### config.mk
export PLATFORM = sky130hd
export DESIGN_NAME = msd_wgt_encoder
export DESIGN_NICKNAME = d
export VERILOG_FILES = /design/src/rtl/msd_wgt_encoder.sv
export SDC_FILE = /design/constraint.sdc
export NUM_CORES = 1
export LEC_CHECK = 0
export ABC_AREA = 1
export CORE_UTILIZATION = 25
export DETAILED_ROUTE_END_ITERATION = 16
export GPL_ROUTABILITY_DRIVEN = 0
export HOLD_SLACK_MARGIN = 0.06
export PLACE_DENSITY_LB_ADDON = 0.12
export SKIP_CTS_REPAIR_TIMING = 1
export SYNTH_ARGS = -nofsm -noshare
export SYNTH_HDL_FRONTEND = slang
export SYNTH_SLANG_ARGS = --single-unit
### constraint.sdc
create_clock -name clk -period 8.95 [get_ports clk]
set_input_delay 1.79 -clock clk [delete_from_list [all_inputs] [get_ports clk]]
set_output_delay 1.79 -clock clk [all_outputs]
set_load 0.05 [all_outputs]
### src/rtl/msd_wgt_encoder.sv
// Encodes signed weights as non-adjacent-form signed power-of-two digits,
// emitted LSB-first, one per consumer handshake, for a bit-serial multiplier lane.
module msd_wgt_encoder #(
  parameter int WGT_DW  = 8,
  parameter int IDX_DW  = 4,
  parameter int MAX_DIG = 4
) (
  input  logic                     clk,
  input  logic                     rst,
  input  logic                     w_valid,
  output logic                     w_ready,
  input  logic signed [WGT_DW-1:0] w_data,
  output logic                     d_valid,
  input  logic                     d_ready,
  output logic [IDX_DW-1:0]        d_idx,
  output logic                     d_last,
  output logic                     d_zero
);

  localparam int RW    = WGT_DW + 1;
  localparam int SW    = IDX_DW - 1;
  localparam int CNT_W = (MAX_DIG > 1) ? $clog2(MAX_DIG) : 1;
  localparam logic [CNT_W-1:0] CNT_LAST = CNT_W'(MAX_DIG - 1);

  typedef enum logic {IDLE, EMIT} state_t;

  state_t                r_state;
  logic signed [RW-1:0]  r_res;
  logic [CNT_W-1:0]      r_cnt;

  logic [RW-1:0]         w_mask;
  logic                  w_neg;
  logic [SW-1:0]         w_shift;
  logic signed [RW-1:0]  w_res_nxt;
  logic                  w_res_zero;
  logic                  w_last_dig;
  logic                  w_w_acc;
  logic                  w_d_acc;

  function automatic logic [RW-1:0] lsb_isolate(input logic [RW-1:0] v);
    return v & (~v + 1'b1);
  endfunction

  function automatic logic [SW-1:0] onehot_to_shift(input logic [RW-1:0] oh);
    logic [SW-1:0] s;
    s = '0;
    for (int i = 0; i < WGT_DW; i++) begin
      if (oh[i]) s = SW'(i);
    end
    return s;
  endfunction

  // A run of ones starting at the lowest set bit is folded into a negative
  // digit plus a carry, which is what keeps the digit positions non-adjacent.
  assign w_mask     = lsb_isolate(r_res);
  assign w_neg      = |((w_mask << 1) & r_res);
  assign w_shift    = onehot_to_shift(w_mask);
  assign w_res_nxt  = w_neg ? (r_res + $signed(w_mask)) : (r_res - $signed(w_mask));
  assign w_res_zero = (r_res == '0);
  assign w_last_dig = w_res_zero | (w_res_nxt == '0) | (r_cnt == CNT_LAST);

  assign d_valid = (r_state == EMIT);
  assign d_idx   = (d_valid && !w_res_zero) ? {w_neg, w_shift} : '0;
  assign d_last  = d_valid & w_last_dig;
  assign d_zero  = d_valid & w_res_zero;

  assign w_ready = (r_state == IDLE) | (d_valid & d_ready & d_last);
  assign w_w_acc = w_valid & w_ready;
  assign w_d_acc = d_valid & d_ready;

  always_ff @(posedge clk) begin
    if (rst) begin
      r_state <= IDLE;
      r_res   <= '0;
      r_cnt   <= '0;
    end else if (w_w_acc) begin
      r_state <= EMIT;
      r_res   <= {w_data[WGT_DW-1], w_data};
      r_cnt   <= '0;
    end else if (w_d_acc) begin
      if (d_last) begin
        r_state <= IDLE;
        r_res   <= '0;
        r_cnt   <= '0;
      end else begin
        r_res   <= w_res_nxt;
        r_cnt   <= r_cnt + 1'b1;
      end
    end
  end

endmodule

==> results of run 1 <==
-- worst reg2reg max path: cells and delay by family (launching register included) --
kind,cells,cell delay (ns)
AO/OA/AOI/OAI,3,0.28
adder cells (fa/ha/maj),1,0.37
buffers and inverters,4,0.32
flip-flops,1,0.40
AND/OR/NAND/NOR,15,1.80
-- routing by layer --
layer	up-vias	part of all wire, %	global-route usage (%)
met5	-	0	0
met4	0	0.82	3.21
met1	631	49	17.1
met2	23	48	23.7
li1	777	-	-
met3	4	2.2	0.824
-- registers in the layout, indices dropped and copies added, names as in the netlist --
name	flops
r_cnt	2
r_res	9
d_valid	1
-- worst paths after layout --
check	startpoint	endpoint
hold reg to reg	r_cnt[1]	r_cnt[1]
setup / recovery	r_res[0]	w_ready
setup reg to reg	r_res[0]	r_res[6]
hold / removal	r_cnt[1]	r_cnt[1]
-- report_power, final --
| part | internal, uW | leakage, uW | switching (uW) |
|---|---|---|---|
| clock | 38.8 | 0.0000288 | 19.3 |
| combinational | 96.8 | 0.000746 | 182 |
| sequential | 61.4 | 0.0000991 | 14.3 |
-- metrics by stage --
| stage | total power (uW) | instance area (sq um) | setup slack (ns) | hold WS (ns) | util (%) |
|---|---|---|---|---|---|
| after global routing | 460 | 1720 | 2.87 | 0.498 | 31.3 |
| final | 413 | 1720 | 3.18 | 0.464 | 31.3 |
| after floorplan | 290 | 1420 | 4.53 | 0.442 | - |
| after global placement | 362 | 1660 | 3.40 | 0.464 | 30.3 |
| after detailed placement | 357 | 1660 | 3.42 | 0.459 | 30.3 |
| after CTS | 417 | 1720 | 3.15 | 0.467 | 31.3 |
-- placed cells by master, fill, tap and decap left out, types with 2 or more instances in the layout --
cell and n:
dfxtp_1 12, o211ai_2 2, nand3b_1 2, nor2_2 4, clkbuf_8 4, inv_2 3, a21oi_2 9, a21oi_1 11
o21ai_0 11, nand4_1 3, inv_1 43, nand2_1 55, nor2_1 18, xor2_1 2, nand2_2 5, clkdlybuf4s50_1 19
nand3_1 18, ha_1 8, nand3_2 10
-- cell families after synthesis --
| family | after synthesis |
|---|---|
| AOI/OAI and AO/OA | 39 |
| and+or+nand+nor | 118 |
| adders and majority gates | 8 |
| DFF | 12 |
| xor gates and xnor gates | 2 |
| buffers and inverters | 50 |
-- cell type report --
class                           count  share of cell area [%]
Tap cell                           72                    5.25
Clock buffer                        4                    3.21
Timing Repair Buffer               19                    11.1
Inverter                           46                    10.1
Sequential cell                    12                    14.0
Multi-Input combinational cell    167                    56.4
==> reports/metrics.cfg, run 1 <==
[status]
status = finished clean

[cts]
cts_tree = done
numCtsBuffers = 3
path_clk_slew_ns = 0.05
clock-sinks = 12
clk_latency_ns = 0.24
cts_root_buf = clkbuf_8
htreeDepth = 1
ctsLongestPathBuffers = 2

[yosys]
synth_nets = 249
synth-edff-count = 0
netlist_area_sq_mm = 0.00142
synth_cell_type_count = 29
post-synth-top-count-cell = nand2_1
synthMuxAreaShare_pct = 0
synth-compound-area-share_pct = 18.4
synth_largest_area_cell = dfxtp_1
ys.flop_type = dfxtp_1
synth_warnings = 0
synth_top_area_share_pct = 16.9
synth_top_family_by_area = simple AND/OR/NAND/NOR gates
synthArstFlopShare_pct = 0
synthAdderAreaFrac_pct = 7.05
synthXorXnorAreaFrac_pct = 1.23
synthTopCellsByArea = dfxtp_1, nand2_1, inv_1
ys_seq_area_share_pct = 16.9
avgSynthCellArea_sq_um = 6.20
ys_ff_latch = 12
synth_simple_gate_area_share_pct = 41.4
synth_top_cells_by_count = nand2_1, inv_1, nand3_1, nor2_1, dfxtp_1
netlist_instances = 229

[setup_path]
max_stage_delay_ns = 0.83
required_ns = 7.16
worstRegToRegCells = 23
path_buf_inv = 4
worst-setup-path-type = reg2out
arrival_ns = 3.98
worst-path-stages = 21
crit_top_cell = nand2_1
path_cells = inv_2 > nand2_1 > nor2_2 > o211ai_2 > nand3_1 > inv_1 > a21oi_1 > inv_1 > ha_1 > nand2_1 > nand3b_1 > nand3_1 > nand2_1 > nor2_1 > nand2_1 > nor2_2 > nand3_1 > nand2_2 > nand2_2 > nand2_4 > clkdlybuf4s50_1
critical_path.top_delay_family = simple AND/OR/NAND/NOR gates
end_kind = output port
worst-path-max-fanout = 11
r2r_slack_ns = 5.68
slowest_stage = clkdlybuf4s50_1
start_kind = register

[layout]
layout.area.seq_sq_um = 240
antenna_cells = 0
multi_input_area_sq_um = 967
nets = 269
nFillCells = 655
area_delta_synth_final_pct = 20.9
instances_no_fill = 320
drive_gt1_share_pct = 16.1

[sta]
hold_viol_final = 0
drv_slew = 0
skew_ns = 0.00357
post-route-period-util_pct = 64.5
rsz0062_at_grt = false
setup_viol = 0
min_period_ns = 5.77
fin_tns_setup_ns = 0
max_slew_margin_pct = 64.1
fmax_mhz = 173
worstMarginPinSlew_ns = 0.537

[floorplan]
die_h_microns = 77.3
die_width_microns = 77.3
fp-row-count = 27
die_area_sq_mm = 0.00598
io_pins = 20
start_util_pct = 25.9
fp.coreArea_sq_mm = 0.00547

[routing]
post-route-drc-count = 0
via_count = 1435
wirelength_mm = 3.66
viasPerCell = 4.48
wire_per_inst_microns = 11.4
drt_iter0_drc = 52
drtAntennaViolNets = 0
drt-pass1-iter-count = 4

[placement]
dp_cells = 316
dp_hpwl_mm = 3.09
portBuffers = 19

[power_and_ir_drop]
p_leak_uw = 0.000874
peakVddDrop_uv = 87.2
p_per_area_mw_per_mm2 = 241

[global_route]
antenna_found_initial = 0
grt_pass1_vias = 1407
grt_pass1_wl_mm = 6.42
grt_max_degree = 17
gr-total-overflow = 0
track_usage_pct = 13.2

[flow_run]
max_cap_viol_count = 0

[hold_path]
hold_path_class = reg2reg
hold_depth = 2

Note: power is estimated with default switching activity, not from simulation.
==> run 2, diff against run 1 <==
clock period = 5.2 ns   (was 8.95 ns; I/O delays follow)
==> reports/metrics.cfg, run 2 (synthesis results as in run 1) <==
[sta]
hold_viol_final = 0
min_period_ns = 4.61
setup_slack_ns = 0.587
post-route-period-util_pct = 88.7
setup_viol = 0
holdWs_ns = 0.465
drv_slew = 0
max_slew_margin_pct = 64.4
worstMarginPinSlew_ns = 0.533
skew_ns = 0.00312
rsz0062_at_grt = false
fin_tns_setup_ns = 0
fmax_mhz = 217

[setup_path]
end_kind = output port
start_kind = register
r2r_slack_ns = 1.96
arrival_ns = 3.57
worst-setup-path-type = reg2out
worstSetupEndpoint = w_ready
required_ns = 4.16
worst-path-max-fanout = 11
crit_path_start = r_res[2]
timing.rr.end = r_res[6]
r2r_start = r_res[2]
worstRegToRegCells = 23

[floorplan]
fp.coreArea_sq_mm = 0.00547
io_pins = 20
die_area_sq_mm = 0.00598
fp-row-count = 27
die_width_microns = 77.3
start_util_pct = 25.9
die_h_microns = 77.3

[power_and_ir_drop]
peakVddDrop_uv = 150
power_uw = 711
p_leak_uw = 0.000896
p_per_area_mw_per_mm2 = 413

[global_route]
grt_max_degree = 17
grt_pass1_wl_mm = 6.41
antenna_found_initial = 0
track_usage_pct = 13.3
gr-total-overflow = 0
grt_pass1_vias = 1367

[layout]
area_delta_synth_final_pct = 21.3
final_common_cell = nand2_1
nFillCells = 659
largest_register_ffs = 9
drive_gt1_share_pct = 16.1
final_cell_mix = nand2_1, inv_1, nor2_1, nand3_1, clkdlybuf4s50_1
final_util_pct = 31.4
antenna_cells = 0
nets = 269
top_register = r_res

[cts]
clk_latency_ns = 0.25
clock-sinks = 12
cts_tree = done
cts_root_buf = clkbuf_8
path_clk_slew_ns = 0.06
ctsLongestPathBuffers = 2
htreeDepth = 1
numCtsBuffers = 3

[routing]
drt-pass1-iter-count = 4
viasPerCell = 4.46
wire_per_inst_microns = 11.2
post-route-drc-count = 0
drtAntennaViolNets = 0
drt_iter0_drc = 75
wirelength_mm = 3.59
via_count = 1426

[flow_run]
max_cap_viol_count = 0

[hold_path]
hold_path_class = reg2reg
worstHoldStart = r_cnt[1]

[placement]
dp_hpwl_mm = 3.04
portBuffers = 19
dp_slack_ns = 0.439

[status]
status = finished clean

run 2: cell types whose count changed in the layout (fill, tap and decap cells not counted):
cell	before	now
clkdlybuf4s50_1	19	17
dlymetal6s2s_1	0	2
run 2: worst max-delay path, stage by stage, from the launching register on:
cell	delay [ns]
dfxtp_1	0.37
nor2_1	0.19
nand2_1	0.08
nor2_2	0.16
o211ai_2	0.12
nand3_1	0.23
inv_1	0.07
a21oi_1	0.13
inv_1	0.05
ha_1	0.37
nand2_1	0.09
nand3b_1	0.19
nand3_1	0.08
nand2_1	0.10
nor2_1	0.12
nand2_1	0.07
nor2_2	0.07
nand3_1	0.09
nand2_2	0.09
nand2_2	0.06
nand2_4	0.15
dlymetal6s2s_1	0.45
run 2: how the worst min path moves through the flow:
stage	slack, ns	cells after the start	end
final	0.47	2	r_cnt[1]
after global routing	0.50	2	r_cnt[1]
after CTS	0.47	2	r_cnt[1]
after detailed placement	0.46	2	r_cnt[1]
after global placement	0.46	2	r_cnt[1]
after floorplan	0.44	2	r_cnt[1]
run 2: layer usage:
layer	GRT usage [%]	vias up	wire [microns]
met1	17.3	625	1740
met5	0	-	0
li1	-	774	-
met4	4.34	0	53
met2	23.0	20	1690
met3	1.29	7	111
run 2: where the power goes:
part           internal, uW  total, uW  switching [uW]
Clock                  67.1        105            38.3
Combinational           167        474             308
Sequential              106        131            25.2
Total                   339        711             371
run 2: final cells by class:
cell class                      count  area, sq um  share of cell area, %
Clock buffer                        4         55.1                   3.20
Inverter                           46          173                   10.0
Multi-Input combinational cell    167          967                   56.2
Sequential cell                    12          240                   14.0
Tap cell                           72         90.1                   5.24
Timing Repair Buffer               19          195                   11.3
run 2: metrics by stage:
step	instance area, sq um	std cells
floorplan	1420	229
detailed placement	1660	316
CTS	1720	320
finish	1720	320
global placement	1660	316
global route	1720	320
==> run 3, diff against run 2 <==
SKIP_CTS_REPAIR_TIMING = not set   (was 1)
==> results of run 3 <==
Final layout, timing and power as in run 2 (identical DEF).
